==> src/rtl/llc_rr_fifo_bank.sv <==
// llc_rr_fifo_bank: NUM_CH independent FIFOs merged onto one valid/ready
// output by a round-robin arbiter with a grant lock held while stalled.
module llc_rr_fifo_bank #(
    parameter int NUM_CH       = 4,
    parameter int DATA_WIDTH   = 32,
    parameter int DEPTH        = 4,
    parameter bit FALL_THROUGH = 1'b0,
    parameter int AFULL_TH     = DEPTH - 1,
    parameter int CH_W         = (NUM_CH > 1) ? $clog2(NUM_CH) : 1,
    parameter int CNT_W        = $clog2(DEPTH + 1)
) (
    input  logic                         clk_i,
    input  logic                         rst_ni,
    input  logic [NUM_CH-1:0]            flush_i,
    input  logic [NUM_CH-1:0]            in_valid_i,
    input  logic [NUM_CH*DATA_WIDTH-1:0] in_data_i,
    output logic [NUM_CH-1:0]            in_ready_o,
    output logic                         out_valid_o,
    output logic [DATA_WIDTH-1:0]        out_data_o,
    output logic [CH_W-1:0]              out_ch_o,
    input  logic                         out_ready_i,
    output logic [NUM_CH*CNT_W-1:0]      usage_o,
    output logic [NUM_CH-1:0]            empty_o,
    output logic [NUM_CH-1:0]            afull_o
);

    localparam int PTR_W = (DEPTH > 1) ? $clog2(DEPTH) : 1;

    if (NUM_CH < 1) begin : g_err_ch
        $error("NUM_CH must be >= 1");
    end
    if (DEPTH < 1) begin : g_err_depth
        $error("DEPTH must be >= 1");
    end
    if (DATA_WIDTH < 1) begin : g_err_dw
        $error("DATA_WIDTH must be >= 1");
    end
    if (AFULL_TH < 1 || AFULL_TH > DEPTH) begin : g_err_afull
        $error("AFULL_TH must be in 1..DEPTH");
    end

    logic [CNT_W-1:0]      cnt_q [NUM_CH];
    logic [CNT_W-1:0]      cnt_d [NUM_CH];
    logic [PTR_W-1:0]      rd_q  [NUM_CH];
    logic [PTR_W-1:0]      rd_d  [NUM_CH];
    logic [PTR_W-1:0]      wr_q  [NUM_CH];
    logic [PTR_W-1:0]      wr_d  [NUM_CH];
    logic [DATA_WIDTH-1:0] mem_q [NUM_CH][DEPTH];

    logic            lock_q, lock_d;
    logic [CH_W-1:0] lock_ch_q, lock_ch_d;
    logic [CH_W-1:0] last_q, last_d;

    logic [NUM_CH-1:0] elig;
    logic [NUM_CH-1:0] ft_cand;
    logic [NUM_CH-1:0] we;
    logic [CH_W-1:0]   grant;
    logic              gvalid;
    logic              handshake;

    function automatic logic [PTR_W-1:0] ptr_inc(input logic [PTR_W-1:0] p);
        return (p == PTR_W'(DEPTH - 1)) ? '0 : p + 1'b1;
    endfunction

    // Per-channel status from registered counts only, plus eligibility.
    always_comb begin
        in_ready_o = '0;
        empty_o    = '0;
        afull_o    = '0;
        usage_o    = '0;
        ft_cand    = '0;
        elig       = '0;
        for (int c = 0; c < NUM_CH; c++) begin
            in_ready_o[c] = cnt_q[c] < CNT_W'(DEPTH);
            empty_o[c]    = cnt_q[c] == '0;
            afull_o[c]    = cnt_q[c] >= CNT_W'(AFULL_TH);
            usage_o[c*CNT_W +: CNT_W] = cnt_q[c];
            ft_cand[c]    = FALL_THROUGH && (cnt_q[c] == '0)
                            && in_valid_i[c];
            elig[c]       = (cnt_q[c] != '0) || ft_cand[c];
        end
    end

    // Locked channel wins; otherwise scan from the one after last_q.
    always_comb begin
        logic [CH_W-1:0] idx;
        idx    = '0;
        grant  = '0;
        gvalid = 1'b0;
        if (lock_q) begin
            grant  = lock_ch_q;
            gvalid = 1'b1;
        end else begin
            for (int i = 1; i <= NUM_CH; i++) begin
                idx = CH_W'((32'(last_q) + i) % NUM_CH);
                if (!gvalid && elig[idx]) begin
                    gvalid = 1'b1;
                    grant  = idx;
                end
            end
        end
    end

    // Output mux: bypassed input for a fall-through grant, else FIFO head.
    always_comb begin
        out_valid_o = gvalid;
        out_ch_o    = gvalid ? grant : '0;
        out_data_o  = '0;
        if (gvalid) begin
            if (ft_cand[grant]) begin
                out_data_o = in_data_i[grant*DATA_WIDTH +: DATA_WIDTH];
            end else begin
                out_data_o = mem_q[grant][rd_q[grant]];
            end
        end
    end

    // Next-state for counts, pointers, lock and round-robin pointer.
    always_comb begin
        logic bypass;
        logic pop_c;
        logic pop_mem;
        logic push;
        bypass    = 1'b0;
        pop_c     = 1'b0;
        pop_mem   = 1'b0;
        push      = 1'b0;
        we        = '0;
        handshake = gvalid && out_ready_i;
        for (int c = 0; c < NUM_CH; c++) begin
            pop_c   = handshake && (grant == CH_W'(c));
            bypass  = pop_c && ft_cand[c];
            pop_mem = pop_c && !ft_cand[c];
            push    = in_valid_i[c] && in_ready_o[c] && !bypass;
            we[c]   = push && !flush_i[c];
            cnt_d[c] = cnt_q[c] + CNT_W'(push) - CNT_W'(pop_mem);
            wr_d[c]  = push ? ptr_inc(wr_q[c]) : wr_q[c];
            rd_d[c]  = pop_mem ? ptr_inc(rd_q[c]) : rd_q[c];
            if (flush_i[c]) begin
                cnt_d[c] = '0;
                wr_d[c]  = '0;
                rd_d[c]  = '0;
            end
        end
        lock_d    = gvalid && !out_ready_i && !flush_i[grant];
        lock_ch_d = lock_d ? grant : '0;
        last_d    = handshake ? grant : last_q;
    end

    // Control state registers.
    always_ff @(posedge clk_i or negedge rst_ni) begin
        if (!rst_ni) begin
            lock_q    <= 1'b0;
            lock_ch_q <= '0;
            last_q    <= CH_W'(NUM_CH - 1);
            for (int c = 0; c < NUM_CH; c++) begin
                cnt_q[c] <= '0;
                rd_q[c]  <= '0;
                wr_q[c]  <= '0;
            end
        end else begin
            lock_q    <= lock_d;
            lock_ch_q <= lock_ch_d;
            last_q    <= last_d;
            for (int c = 0; c < NUM_CH; c++) begin
                cnt_q[c] <= cnt_d[c];
                rd_q[c]  <= rd_d[c];
                wr_q[c]  <= wr_d[c];
            end
        end
    end

    // Storage array, written only on accepted, non-flushed pushes.
    always_ff @(posedge clk_i) begin
        for (int c = 0; c < NUM_CH; c++) begin
            if (we[c]) begin
                mem_q[c][wr_q[c]] <= in_data_i[c*DATA_WIDTH +: DATA_WIDTH];
            end
        end
    end

`ifndef SYNTHESIS
    for (genvar c = 0; c < NUM_CH; c++) begin : g_chk
        a_no_ovf: assert property (@(posedge clk_i) disable iff (!rst_ni)
            cnt_q[c] <= CNT_W'(DEPTH));
        a_push_rdy: assert property (@(posedge clk_i) disable iff (!rst_ni)
            we[c] |-> in_ready_o[c]);
    end
    a_stall_stable: assert property (@(posedge clk_i) disable iff (!rst_ni)
        (out_valid_o && !out_ready_i && !flush_i[out_ch_o])
        |=> (out_valid_o && $stable(out_data_o)));
`endif

endmodule

==> config.mk <==
export PLATFORM = sky130hd
export DESIGN_NAME = llc_rr_fifo_bank
export DESIGN_NICKNAME = d
export VERILOG_FILES = /design/src/rtl/llc_rr_fifo_bank.sv
export SDC_FILE = /design/constraint.sdc
export NUM_CORES = 1
export LEC_CHECK = 0
export BUFFER_PORTS_ARGS = -buffer_cell sky130_fd_sc_hd__clkbuf_2
export CAP_MARGIN = 10
export CORE_MARGIN = 2
export CORE_UTILIZATION = 45
export DETAILED_ROUTE_END_ITERATION = 6
export MAX_ROUTING_LAYER = met4
export PLACE_DENSITY_LB_ADDON = 0.25
export SETUP_SLACK_MARGIN = 0.2
export SLEW_MARGIN = 20
export SYNTH_ARGS = -nofsm -noshare
export SYNTH_HDL_FRONTEND = slang
export SYNTH_SLANG_ARGS = --single-unit
==> constraint.sdc <==
create_clock -name clk_i -period 6.6 [get_ports clk_i]
set_input_delay 1.32 -clock clk_i [delete_from_list [all_inputs] [get_ports clk_i]]
set_output_delay 1.32 -clock clk_i [all_outputs]
set_load 0.05 [all_outputs]
* Word-level counts from Yosys, hierarchy flattened
Memories as Yosys holds them, arrays and structs flattened. Index checks and enable logic that the tools add are counted.
Cells by class: mux-type cells 79, magnitude comparators 23, shift-type cells 1, equality and inequality tests 11, bitwise gates (word level) 6, reduce and logical (&&, ||, !) cells 48, add/sub/neg operators 20
Operators with widths (number):
- two-way mux 128 bit | 4
- demux 32 bit (select 2 bit) | 4
- two-way mux 32 bit | 8
- indexed part select 128 x 8 -> 32 bit | 1
- two-way mux 2 bit | 33
- binary-select mux 32 bit (select 2 bit) | 1
- logical AND 1 bit | 22
- adder 2 x 1 -> 2 bit, second input constant | 10
- equality test 2 bit, second input constant | 10
- greater-or-equal comparator 3 bit, second input constant | 6
- two-way mux 1 bit | 18
- NOT 2 -> 3 bit | 6
- nonzero test 2 bit | 8
- less-than comparator 2 x 3 -> 1 bit, second input constant | 5
- adder 3 x 1 -> 3 bit | 4
- binary-select mux 1 bit (select 2 bit) | 6
- greater-or-equal comparator 3 x 2 -> 1 bit, second input constant | 4
- logical NOT 3 bit | 4
- less-than comparator 3 x 1 -> 1 bit, second input constant | 4
- less-than comparator 3 bit, second input constant | 4
- two-way mux 3 bit | 4
- nonzero test 3 bit | 4
- subtractor 3 x 1 -> 3 bit | 4
- logical NOT 1 bit | 9
- 4 further kinds | 5
Storage, ports and cells: memory bits (writable) 512, register bits after elaboration 33, memories kept 1, logic and storage cells 204
Memory list:
- mem_q | words 4, bits a word 128, read ports 1, clocked after Yosys merged registers in 0, wr ports 4, line 48 | logic [DATA_WIDTH-1:0] mem_q [NUM_CH][DEPTH];

* Depth between registers and ports, before layout
depth after elaboration 27, depth in mapped cells 17

* Least setup slack after synthesis
No wires, ideal clock.
path kind reg2out, start register cnt_q (netlist bit usage_o[10]), end output port out_data_o[10], data arrival time 4.336 ns, buffers on the path 2, cell stages (with the launch flop) 11, data required time 5.280 ns, slack 0.944 ns, cell sequence dfrtp_1 or3_1 clkinv_1 nand2_1 nor2_1 o211ai_1 inv_1 or3_1 clkbuf_2 clkbuf_1 o22ai_1
On the way: elaborated cells on any way between the ends 42
RTL lines:
- start: declaration | line 42 | logic [CNT_W-1:0] cnt_q [NUM_CH];
- start signal: indexed assignment | line 166 | cnt_q[c] <= cnt_d[c];
- nonzero test 3 bit (*) | line 80 | elig[c] = (cnt_q[c] != '0) || ft_cand[c];
- binary-select mux 1 bit (select 2 bit) | line 96 | if (!gvalid && elig[idx]) begin
- two-way mux 1 bit (not written as such) | line 96
- two-way mux 1 bit | line 96
- two-way mux 1 bit | line 90 | if (lock_q) begin
- logical NOT 1 bit | line 96
- logical AND 1 bit | line 96
- two-way mux 1 bit | line 96
- [3 not listed]
- two-way mux 1 bit | line 96
- two-way mux 1 bit | line 90
- logical NOT 1 bit | line 96
- logical AND 1 bit | line 96
- two-way mux 1 bit (*) | line 96
- two-way mux 1 bit (*) | line 90
- net out_valid_o | line 18 | output logic out_valid_o,
- two-way mux 32 bit (*) | line 109 | if (gvalid) begin
- end: declaration | line 19 | output logic [DATA_WIDTH-1:0] out_data_o,
The timed path passes the listed nets; every way through them passes the cells marked *. The select of a mux whose other input is x is not followed.

* Worst setup path in the final report
start register cnt_q (netlist bit usage_o[4]), end output port out_data_o[30]
On the way: longest elaborated chain between the ends 27, elaborated cells on any way between the ends 42
Ends and longest elaborated chain:
- nonzero test 3 bit (*) | line 80
- binary-select mux 1 bit (select 2 bit) | line 96
- two-way mux 1 bit (not written as such) | line 96
- two-way mux 1 bit | line 96
- two-way mux 1 bit | line 90
- logical NOT 1 bit | line 96
- logical AND 1 bit | line 96
- two-way mux 1 bit | line 96
- [9 not listed]
- NOT 2 -> 3 bit (not written as such) | line 113 | out_data_o = mem_q[grant][rd_q[grant]];
- binary-select mux 2 bit (select 2 bit) | line 113
- two-way mux 2 bit (not written as such) (2 in a row) | line 113
- NOT 2 -> 3 bit (not written as such) | line 113
- binary-select mux 32 bit (select 2 bit) | line 113
- two-way mux 32 bit (not written as such) (2 in a row) | line 113
- two-way mux 32 bit | line 110 | if (ft_cand[grant]) begin
- two-way mux 32 bit (*) | line 109
Mark *: on every way between the ends. The rest lies on a longest branch, timed or not. The select of a mux whose other input is x is not followed.

==> results.md <==
* Outcome: completed
* Startpoint Class: flop
* Clk buf depth at 3
* Yosys warning count at 0
* Worst Max-Slew Pin Slew at 918 ps
* Core ar. at 47600 um^2
* Nets at 1428
* Die H at 224 um
* Synth-to-Final Area Change at 15.8%
* DR WL/cell at 27.6 um
* Critical Path Sink: out_data_o[30]
* Netlist cell types at 49
* RR Endpoint: usage_o[8]
* CTS sink count at 545
* Total number of vias at 10800
* Post-synthesis sequential area ratio at 74.6%
* WP data arrival at 4740 ps
* Hold Violations, Final at 0
* Largest family of logic cells by synthesized area: multiplexers
* Layout fillers at 3775
* Post-Syn Area at 21700 um^2
* Post-Synth Adder-Cell Area at 2.04%
* Synth top area cells: edfxtp_1, mux4_2, dfrtp_1, mux2i_1, ha_1
* Crit share post-route at 91.8%
* Post-CTS setup buffers at 0
* CP cell instances: or3_1 -> or3_4 -> a2111oi_4 -> a211o_4 -> inv_4 -> mux4_4 -> buf_4 -> mux2i_1 -> o22ai_1 -> clkbuf_2
* Syn nets at 1202
* Remaining DRCs at 0
* Largest stage delay, worst path at 680 ps
* CTS tree: done
* Total Die Area at 50000 um^2
* Relative slew margins at 38.5%
* Async set or reset register ratio after synthesis at 6.06%
* Post-synthesis simple-gate area fraction at 2.32%
* Die W at 224 um
* DRT iter0 DRCs at 1081
* CP max FO at 28
* #FFs+latches synth at 545
* Routed Antenna Nets at 0
* First-pass GRT wire length at 77400 um
* Largest net degree at the start of global routing at 136
* Max-Cap Viols at 0
* Min Tclk post-route at 6060 ps
* Row cnt at 80
* Crit Path Class: reg -> out
* Area post-placement at 23400 um^2
* Io pins at 198
* Buffers on Ports at 197
* Crit. End Element: primary output
* Number of synthesized flops with an enable pin at 512
* Synth Area in Compound Gates at 1.97%
* Final core occ at 52.8%
* Min-Delay Path Class: reg -> reg
* H-tree Lvls at 2
* GP Congestion at 0.788
* Post-CTS Hold Buffers at 0
* Mapped Cells at 1030
* CTS Root Cell: clkbuf_16
* Vias per cell at 5.64
* Cts repair resizes at 0
* Slowest-stage cell, CP: mux4_4
* Worst-skew pair later-pin latency at 600 ps
* Most area-hungry cell type in the Yosys netlist: edfxtp_1
* Clock transition at path regs at 60 ps
* Total global-route track usage at 22.3%
* Share of layout cells above drive strength 1 at 34.9%
* Post-detail-place hpwl at 29800 um
* Worst path required time at 5280 ps
* Fin. max-slew vios at 0
* # setup viols final at 0
* Vias in the first global route at 11500
* Starting Density at 45.6%
* Worst r2r src: usage_o[4]
* Fin area at 25100 um^2
* Final Skew at 15.7 ps
* Post-synth top area share at 70.8%
* RSZ-0062 raised after global routing: false
* Mux cell area share after synthesis at 16.8%
* Synth Area in XOR/XNOR at 0.403%
* Syn_area_per_cell at 21.1 um^2
* GRT overflow at 0
* FMAX at 0.165 GHz
* Accumulated negative setup slack at 0 ps
* WL final at 53000 um
* R2r setup slk at 2270 ps
* Num CTS Buffers at 54
* DR pass1 iterations at 5
* Setup crit start: usage_o[4]
* Worst r2r path cells at 15
* Initial antenna violation count at 8
* Main flop type after synthesis: edfxtp_1
[Yosys cell counts (7+ instances only)]
master    count
nor2b_1       8
inv_1        27
o22ai_1      32
ha_1         29
mux2i_1      72
nor2_1       30
dfrtp_1      31
buf_2        25
mux4_2      130
nand2_1      14
edfxtp_1    512
buf_6         7
and2_1       16
clkbuf_1     14
[per-layer routing]
layer | up-vias | share of wire (%) | GRT usage (%)
li1 | 4691 | - | -
met1 | 5662 | 42 | 29.9
met2 | 420 | 49 | 35.8
met3 | 61 | 7.4 | 4.53
met4 | 0 | 1.6 | 5.05
met5 | - | 0 | -
[layout by cell type, fill, tap and decap left out, types with 10 or more instances in the layout]
| cell | count |
|---|---|
| ha_1 | 29 |
| nand2_1 | 14 |
| buf_4 | 21 |
| inv_1 | 27 |
| mux4_2 | 129 |
| mux2i_1 | 72 |
| o22ai_1 | 32 |
| nor2_1 | 30 |
| clkbuf_2 | 197 |
| clkbuf_1 | 10 |
| edfxtp_1 | 512 |
| and2_2 | 16 |
| clkinv_1 | 17 |
| dfrtp_1 | 31 |
| clkbuf_16 | 55 |
[final cells by class]
cell class	count	area [um^2]	area share (%)
sequential	545	16200	64.4
multi-input combinational	403	5140	20.5
clock buffer	67	1440	5.73
timing repair buffer	220	1180	4.71
tap	615	769	3.06
clock inverter	31	255	1.01
inverter	32	131	0.522
antenna	8	20.0	0.0796
[sequential cells by signal, indices dropped and copies added, names as in the netlist]
register and flops:
last_q 2, lock_ch_q 2, lock_q 1, mem_q 512, rd_q 8, usage_o 12
wr_q 8
[kinds of logic (layout without fill, tap and decap cells)]
logic type                 count (synthesis)  after routing
xor gates and xnor gates                  10             10
AOI/OAI and AO/OA                         61             61
and+or+nand+nor                           97             97
muxes                                    202            202
buffers and inverters                     82            350
DFF                                      545            545
adders and majority gates                 33             33
other                                      0              8
[through the flow]
stage | setup slack [ps] | hold WS (ps) | instances
finish | 539 | 546 | 1921
floorplan | 944 | 499 | 1030
global placement | 1270 | 542 | 1815
detailed placement | 1150 | 537 | 1815
CTS | 489 | 555 | 1913
global route | 312 | 601 | 1921
[worst min path at each step]
stage / startpoint / to / slack, ps / cells after the start
floorplan: rd_q[1] / rd_q[1] / 500 / 2
global placement: rd_q[5] / rd_q[5] / 540 / 2
detailed placement: rd_q[5] / rd_q[5] / 540 / 2
CTS: rd_q[5] / rd_q[5] / 550 / 2
global route: rd_q[1] / rd_q[1] / 600 / 2
finish: rd_q[5] / rd_q[5] / 550 / 2
[worst max-delay path: cells and delay by family (launching register included)]
family / cells / cell delay, ps
flops: 1 / 440
mux: 2 / 830
compound gates: 3 / 930
buf+inv: 3 / 960
simple gates: 2 / 940
Power is not shown: default switching activity piles up to over one toggle a cycle in this logic, so the estimate is an artifact.
